File: src/rtl/mips_mem_pkg.sv
// Shared types for the core-side store buffer.
// Entry layout and access-size encodings.
package mips_mem_pkg;

    localparam int SB_AW = 32;
    localparam int SB_DW = 32;

    localparam logic ACC_WORD = 1'b1;
    localparam logic ACC_BYTE = 1'b0;

    typedef struct packed {
        logic             worb;
        logic [SB_AW-1:0] adr;
        logic [SB_DW-1:0] data;
    } sb_entry_t;

endpackage

File: src/rtl/store_buffer_if.sv
// Core-side and dmem-side bus of the store buffer.
// slave = buffer view, master = core/dmem view.
interface store_buffer_if
    import mips_mem_pkg::*;
#(
    parameter int AW = SB_AW,
    parameter int DW = SB_DW
);
    logic          memwrite;
    logic          memread;
    logic          worb;
    logic [AW-1:0] dataadr;
    logic [DW-1:0] writedata;
    logic [DW-1:0] readdata;
    logic          stall;
    logic          mem_we;
    logic          mem_worb;
    logic [AW-1:0] mem_adr;
    logic [DW-1:0] mem_wd;
    logic [DW-1:0] mem_rd;
    logic          mem_ready;

    modport slave (
        input  memwrite, memread, worb, dataadr, writedata,
        input  mem_rd, mem_ready,
        output readdata, stall,
        output mem_we, mem_worb, mem_adr, mem_wd
    );

    modport master (
        output memwrite, memread, worb, dataadr, writedata,
        output mem_rd, mem_ready,
        input  readdata, stall,
        input  mem_we, mem_worb, mem_adr, mem_wd
    );
endinterface

File: src/rtl/sb_fifo.sv
// Circular FIFO of store-buffer entries.
// Exposes per-entry valid bits for hazard compare.
module sb_fifo
    import mips_mem_pkg::*;
#(
    parameter int DEPTH = 4
) (
    input  logic             clk,
    input  logic             reset,
    input  logic             i_push,
    input  sb_entry_t        i_ent,
    input  logic             i_pop,
    output sb_entry_t        o_head,
    output logic             o_full,
    output logic             o_empty,
    output logic [DEPTH-1:0] o_valid,
    output sb_entry_t        o_ents [DEPTH]
);
    localparam int PW = $clog2(DEPTH);

    sb_entry_t   r_mem [DEPTH];
    logic [PW-1:0] r_wr_ptr;
    logic [PW-1:0] r_rd_ptr;
    logic [PW:0]   r_count;
    logic          w_push;
    logic          w_pop;

    assign o_full  = (r_count == (PW+1)'(DEPTH));
    assign o_empty = (r_count == '0);
    assign w_push  = i_push && !o_full;
    assign w_pop   = i_pop && !o_empty;
    assign o_head  = r_mem[r_rd_ptr];
    assign o_ents  = r_mem;

    for (genvar g = 0; g < DEPTH; g++) begin : g_valid
        logic [PW-1:0] w_off;
        assign w_off = PW'(g) - r_rd_ptr;
        assign o_valid[g] = ({1'b0, w_off} < r_count);
    end

    // Pointers and occupancy; reset drops every entry.
    always_ff @(posedge clk) begin
        if (!reset) begin
            r_wr_ptr <= '0;
            r_rd_ptr <= '0;
            r_count  <= '0;
        end else begin
            if (w_push) r_wr_ptr <= r_wr_ptr + 1'b1;
            if (w_pop)  r_rd_ptr <= r_rd_ptr + 1'b1;
            if (w_push && !w_pop)      r_count <= r_count + 1'b1;
            else if (w_pop && !w_push) r_count <= r_count - 1'b1;
        end
    end

    // Entry storage; contents need no reset.
    always_ff @(posedge clk) begin
        if (w_push) r_mem[r_wr_ptr] <= i_ent;
    end
endmodule

File: src/rtl/store_buffer.sv
// Posted-write buffer between memory stage and dmem.
// Owns the stall decision and the dmem address mux.
module store_buffer
    import mips_mem_pkg::*;
#(
    parameter int DEPTH = 4,
    parameter int AW    = SB_AW,
    parameter int DW    = SB_DW
) (
    input  logic            clk,
    input  logic            reset,
    store_buffer_if.slave   bus
);
    sb_entry_t        w_ent;
    sb_entry_t        w_head;
    sb_entry_t        w_ents [DEPTH];
    logic             w_full;
    logic             w_empty;
    logic [DEPTH-1:0] w_valid;
    logic             w_match;
    logic             w_load;
    logic [DW-1:0]    w_rd;

    assign w_ent = '{worb: bus.worb,
                     adr:  bus.dataadr,
                     data: bus.writedata};

    sb_fifo #(.DEPTH(DEPTH)) u_fifo (
        .clk     (clk),
        .reset   (reset),
        .i_push  (bus.memwrite),
        .i_ent   (w_ent),
        .i_pop   (bus.mem_ready),
        .o_head  (w_head),
        .o_full  (w_full),
        .o_empty (w_empty),
        .o_valid (w_valid),
        .o_ents  (w_ents)
    );

    // Word-granular match of the load against queued stores.
    always_comb begin
        w_match = 1'b0;
        for (int i = 0; i < DEPTH; i++) begin
            if (w_valid[i] &&
                w_ents[i].adr[AW-1:2] == bus.dataadr[AW-1:2])
                w_match = 1'b1;
        end
    end

    // A load also waits whenever dmem's port shows the head.
    assign w_load    = bus.memread && !bus.memwrite;
    assign bus.stall = (bus.memwrite && w_full) ||
                       (w_load && (!w_empty || w_match));

    assign w_rd         = bus.mem_rd;
    assign bus.readdata = w_rd;
    assign bus.mem_we   = !w_empty;
    assign bus.mem_worb = w_head.worb;
    assign bus.mem_wd   = w_head.data;
    assign bus.mem_adr  = w_empty ? bus.dataadr : w_head.adr;
endmodule

File: src/flat_wrapper.sv
// flat-port wrapper written by rule: the top's interface ports become plain ports
module store_buffer_flat import mips_mem_pkg::*;
#(
    parameter int DEPTH = 4,
    parameter int AW    = SB_AW,
    parameter int DW    = SB_DW
)
  (clk, reset, bus_memwrite, bus_memread, bus_worb, bus_dataadr, bus_writedata, bus_mem_rd, bus_mem_ready, bus_readdata, bus_stall, bus_mem_we, bus_mem_worb, bus_mem_adr, bus_mem_wd);
  store_buffer_if #(.AW(AW), .DW(DW)) bus_i ();
  input  logic clk;
  input  logic reset;
  input wire logic [$bits(bus_i.memwrite)-1:0] bus_memwrite;
  input wire logic [$bits(bus_i.memread)-1:0] bus_memread;
  input wire logic [$bits(bus_i.worb)-1:0] bus_worb;
  input wire logic [$bits(bus_i.dataadr)-1:0] bus_dataadr;
  input wire logic [$bits(bus_i.writedata)-1:0] bus_writedata;
  input wire logic [$bits(bus_i.mem_rd)-1:0] bus_mem_rd;
  input wire logic [$bits(bus_i.mem_ready)-1:0] bus_mem_ready;
  output wire logic [$bits(bus_i.readdata)-1:0] bus_readdata;
  output wire logic [$bits(bus_i.stall)-1:0] bus_stall;
  output wire logic [$bits(bus_i.mem_we)-1:0] bus_mem_we;
  output wire logic [$bits(bus_i.mem_worb)-1:0] bus_mem_worb;
  output wire logic [$bits(bus_i.mem_adr)-1:0] bus_mem_adr;
  output wire logic [$bits(bus_i.mem_wd)-1:0] bus_mem_wd;
  assign bus_i.memwrite = bus_memwrite;
  assign bus_i.memread = bus_memread;
  assign bus_i.worb = bus_worb;
  assign bus_i.dataadr = bus_dataadr;
  assign bus_i.writedata = bus_writedata;
  assign bus_i.mem_rd = bus_mem_rd;
  assign bus_i.mem_ready = bus_mem_ready;
  assign bus_readdata = bus_i.readdata;
  assign bus_stall = bus_i.stall;
  assign bus_mem_we = bus_i.mem_we;
  assign bus_mem_worb = bus_i.mem_worb;
  assign bus_mem_adr = bus_i.mem_adr;
  assign bus_mem_wd = bus_i.mem_wd;
  store_buffer #(.DEPTH(DEPTH), .AW(AW), .DW(DW)) u_core (.clk(clk), .reset(reset), .bus(bus_i));
endmodule
File: config.mk
export PLATFORM = sky130hd
export DESIGN_NAME = store_buffer_flat
export DESIGN_NICKNAME = d
export VERILOG_FILES = /design/src/rtl/mips_mem_pkg.sv /design/src/rtl/store_buffer_if.sv /design/src/rtl/sb_fifo.sv /design/src/rtl/store_buffer.sv /design/src/flat_wrapper.sv
export SDC_FILE = /design/constraint.sdc
export NUM_CORES = 1
export LEC_CHECK = 0
export CAP_MARGIN = 30
export CORE_MARGIN = 4
export CORE_UTILIZATION = 35
export DETAILED_ROUTE_END_ITERATION = 8
export PLACE_DENSITY = 0.66
export SLEW_MARGIN = 15
export SYNTH_ARGS = -nofsm -noshare
export SYNTH_HDL_FRONTEND = slang
export SYNTH_SLANG_ARGS = --single-unit
File: constraint.sdc
create_clock -name clk -period 9.7 [get_ports clk]
set_clock_uncertainty 0.15 [all_clocks]
set_input_delay 1.455 -clock clk [delete_from_list [all_inputs] [get_ports clk]]
set_output_delay 1.455 -clock clk [all_outputs]
set_load 0.02 [all_outputs]
# Word-level counts from Yosys, hierarchy flattened
# Cells that the tools add are included.
# classes
n_addsub	8
n_lt_le_gt_ge	7
n_eq_ne	5
muxes	13
bitwise	2
n_reduce_logical	21
# op_table
operator	count
260-bit bitwise mux	1
65-bit two-way mux	3
65-bit binary-select mux with 2-bit select	1
65-bit demux with 2-bit select	1
30-bit == test	4
32-bit two-way mux	1
1-bit logical AND	12
2-bit by 3-bit less-than comparator with 1-bit output	4
3-bit greater-or-equal comparator (second input constant)	2
3-bit two-way mux	2
2-bit NOT with 3-bit output	2
1-bit zero test	5
2-bit by 1-bit adder with 2-bit output (second input constant)	2
1-bit two-way mux	4
1-bit by 2-bit subtractor with 2-bit output (first input constant)	2
2-bit subtractor (first input constant)	2
3-bit by 1-bit adder with 3-bit output (second input constant)	1
3-bit == test (second input constant)	1
3-bit zero test	1
3-bit by 1-bit less-than comparator with 1-bit output (second input constant)	1
3-bit by 1-bit subtractor with 3-bit output (second input constant)	1
1-bit logical OR	2
2-bit nonzero test	1
# totals
register_bits	267
output_inout_bits	99
elab_cells	71

# Depth between registers and ports, before layout
# logic_depth
depth_word	10
mapped_depth	11

# Modules after synthesis
# Synthesis repeated with hierarchy kept, for this count alone.
# hier_totals
hier_cells	667
hier_area_um2	12139.1
# modules_own_cells
module	n_inst	cells_each	area_per_inst_um2	seq_area_each_um2
sb_fifo	1	404	9980.8	7947.6
store_buffer	1	263	2158.3	0.0

# Worst setup path after synthesis
# Ideal clock, no wire load.
# synth_timing
kind	input to output
from	in bus_dataadr[19]
to	out bus_stall
t_arrival_ps	3046
slack_ps	5049
stages	7
n_path_buf	1
cell_sequence	buf_6 xor2_2 a2111oi_4 nand4_1 nor4_1 nor3_1 a311oi_1
# synth_between
elab_chain_len	9
word_cells_on_any_way	15
# synth_lines
element	line	text
start: declaration	flat_wrapper.sv:15	input wire logic [$bits(bus_i.dataadr)-1:0] bus_dataadr;
30-bit == test	store_buffer.sv:46	w_ents[i].adr[AW-1:2] == bus.dataadr[AW-1:2])
1-bit logical AND	store_buffer.sv:45	if (w_valid[i] &&
1-bit two-way mux (3 in a row)	store_buffer.sv:45	
1-bit two-way mux *	store_buffer.sv:45	
1-bit logical OR *	store_buffer.sv:54	(w_load && (!w_empty || w_match));
1-bit logical AND *	store_buffer.sv:54	
1-bit logical OR *	store_buffer.sv:53	assign bus.stall = (bus.memwrite && w_full) ||
end: declaration	flat_wrapper.sv:20	output wire logic [$bits(bus_i.stall)-1:0] bus_stall;
# Mark *: on every way between the ends. The rest lies on a longest branch, timed or not.

# Worst setup path in the final report
# layout_timing
from	in bus_dataadr[31]
to	out bus_stall
# The elaborated chain is that of the path after synthesis.

==> impl_metrics.tcl <==
set metrics [dict create \
    final_cells 1227 \
    end_kind "primary output" \
    final_cell_mix "edfxtp_1 (260), clkdlybuf4s50_1 (136), xor2_1 (75)" \
    routed_via_density 4.98 \
    synth.distinct_cells 34 \
    dpl.cell_count 1173 \
    min_from "u_core.u_fifo.r_count[2]" \
    synth_top_area_cell "edfxtp_1" \
    io_pins 201 \
    cts.htree.levels 1 \
    cts_tree "built" \
    grtUsageMet1 0.204 \
    area_growth_pct 20.6 \
    setup_viol_count_final 0 \
    syn_nets 774 \
    post-route-period-util 0.652 \
    min_period_ns 6.32 \
    dr.pass1.iters 4 \
    tightestPinTransition_ns 0.910 \
    portBuffers 136 \
    relSlewSlack 0.393 \
    antennaDiodeCount 0 \
    fin_tns_setup_ns 0 \
    dp_slack_ns 3.35 \
    cts_root_buf "clkbuf_16" \
    first_global_vias 6435 \
    hold_violations 0 \
    avgSynthCellArea_sq_um 18.1 \
    startpoint_type "input port" \
    cts.sinks 267 \
    async_flop_share 0 \
    busiest_layer "met2" \
    outcome "completed" \
    power.density_nw_per_um2 266 \
    grt_util_met3 0.0360 \
    ant_nets 0 \
    cts_hold_buffers 0 \
    start_util 0.356 \
    synth_enable_flop_cells 260 \
    drive_gt1_frac 0.199 \
    insertion_delay_ns 0.55 \
    synth.yosys.seq_area_share 0.663 \
    path_class "in -> out" \
    rows 67 \
    clockBufferDepth 3 \
    fillers 2944 \
    slew_violations 0 \
    gp_congestion 0.816 \
    cap_violations 0 \
    syn-cell-area_sq_um 12000 \
    cts_resized 0 \
    num_vias 6107 \
    timing.rr.start "u_core.u_fifo.r_count[0]" \
    nNetsFinal 868 \
    setup_slack_ns 3.38 \
    hold_ws_ns 0.376 \
    route.detailed.drc 0 \
    ys.flop_type "edfxtp_1" \
    totalPowerFinal_mw 3.84 \
    synthCells 662 \
    grt_max_degree 56 \
    required_ns 8.10 \
    clk_pin_slew_ns 0.06 \
    ir_drop_uv 152 \
    design.core.area_sq_um 33600 \
    rsz0062_at_grt "false" \
    final_common_cell "edfxtp_1" \
    cts_setup_buffers 0 \
    postLayoutCellArea_sq_um 14500 \
    fp.dieW_microns 193 \
    yosys_warnings 0 \
    drt-initial-drc-count 341 \
    leakagePower_nw 4.55 \
    crit_path_max_fanout 9 \
    dieArea_sq_um 37200 \
    synthTopCellsByArea "edfxtp_1 (65%), mux4_2 (12%), xor2_1 (5.5%)" \
    die_height_microns 193 \
    hold_class "reg -> reg" \
    wl_mm 27.8 \
    grt_util_met2 0.238 \
    grt_first_pass_wirelength_mm 41.1 \
    cp-startpoint "bus_dataadr[31]" \
    crit_arrival_ns 4.71 \
    ys_seq_elements 267 \
    clock.fmax_ghz 0.158 \
    cts_inserted_buffers 29 \
    yosys.area.top_type_share 0.652 \
    final_core_util 0.430 \
    antenna_found_initial 5 \
    overflow 0 \
    wl_per_cell_microns 22.6 \
    dp_hpwl_mm 17.7 \
    placed_area_sq_um 13500 \
    r2r_slack_ns 6.62 \
    track_usage 0.146 \
]
-- report_power, final --
part / internal (mW) / switching [mW] / leakage, nW
combinational: 0.650 / 0.646 / 1.67
clock: 0.605 / 0.443 / 0.439
sequential: 1.41 / 0.0852 / 2.44
total: 2.67 / 1.17 / 4.55
-- worst max-delay path: stages --
cell and delay [ns]:
clkdlybuf4s50_1 0.61, xor2_1 0.27, nor4_1 0.62, nand4_1 0.19, nor4_1 0.30, nand4_1 0.17, a311oi_1 0.42, clkdlybuf4s50_1 0.68
-- final timing paths --
path	to	depth (start not counted)
worst max-delay path	bus_stall	8
worst min-delay path	u_core.u_fifo.r_count[2]	2
worst max register to register	u_core.u_fifo.o_ents[151]	4
worst min register to register	u_core.u_fifo.r_count[2]	2
-- kinds of logic after synthesis --
family	count (synthesis)	share of synthesized area
AO/OA/AOI/OAI	14	0.00950
AND/OR/NAND/NOR	57	0.0281
buffers and inverters	89	0.0412
flip-flops	267	0.663
adder cells (fa/ha/maj)	10	0.0111
multiplexers	99	0.154
XOR/XNOR	126	0.0928
-- Yosys cell counts (3+ instances only) --
library cell  number
edfxtp_1         260
xor2_1            75
mux4_2            65
xnor2_1           50
buf_4             32
mux2_2            32
buf_2             25
nor4_1            19
clkbuf_1          16
nand4_1           14
ha_1               9
and2_1             8
inv_1              8
buf_1              7
dfxtp_1            7
a21oi_1            5
nand3_1            5
nor3_1             3
-- cell type report --
cell class / instances / area, sq um / area share
Sequential cell: 267 / 7960 / 0.550
Clock inverter: 18 / 153 / 0.0106
Tap cell: 448 / 561 / 0.0388
Inverter: 8 / 30.0 / 0.00208
Timing Repair Buffer: 144 / 1450 / 0.101
Clock buffer: 36 / 752 / 0.0520
Multi-Input combinational cell: 306 / 3550 / 0.246
-- registers in the layout (all words and copies together) (netlist names) --
| name | flops |
|---|---|
| u_core.u_fifo.r_wr_ptr | 2 |
| u_core.u_fifo.r_count | 3 |
| u_core.u_fifo.r_rd_ptr | 2 |
| u_core.u_fifo.o_ents | 260 |
-- per-layer routing --
layer | vias to the layer above | share of wire
li1 | 2728 | -
met1 | 3137 | 0.44
met2 | 190 | 0.48
met3 | 42 | 0.070
met4 | 10 | 0.013
met5 | - | 0.0027
(Power assumes the default switching activity.)
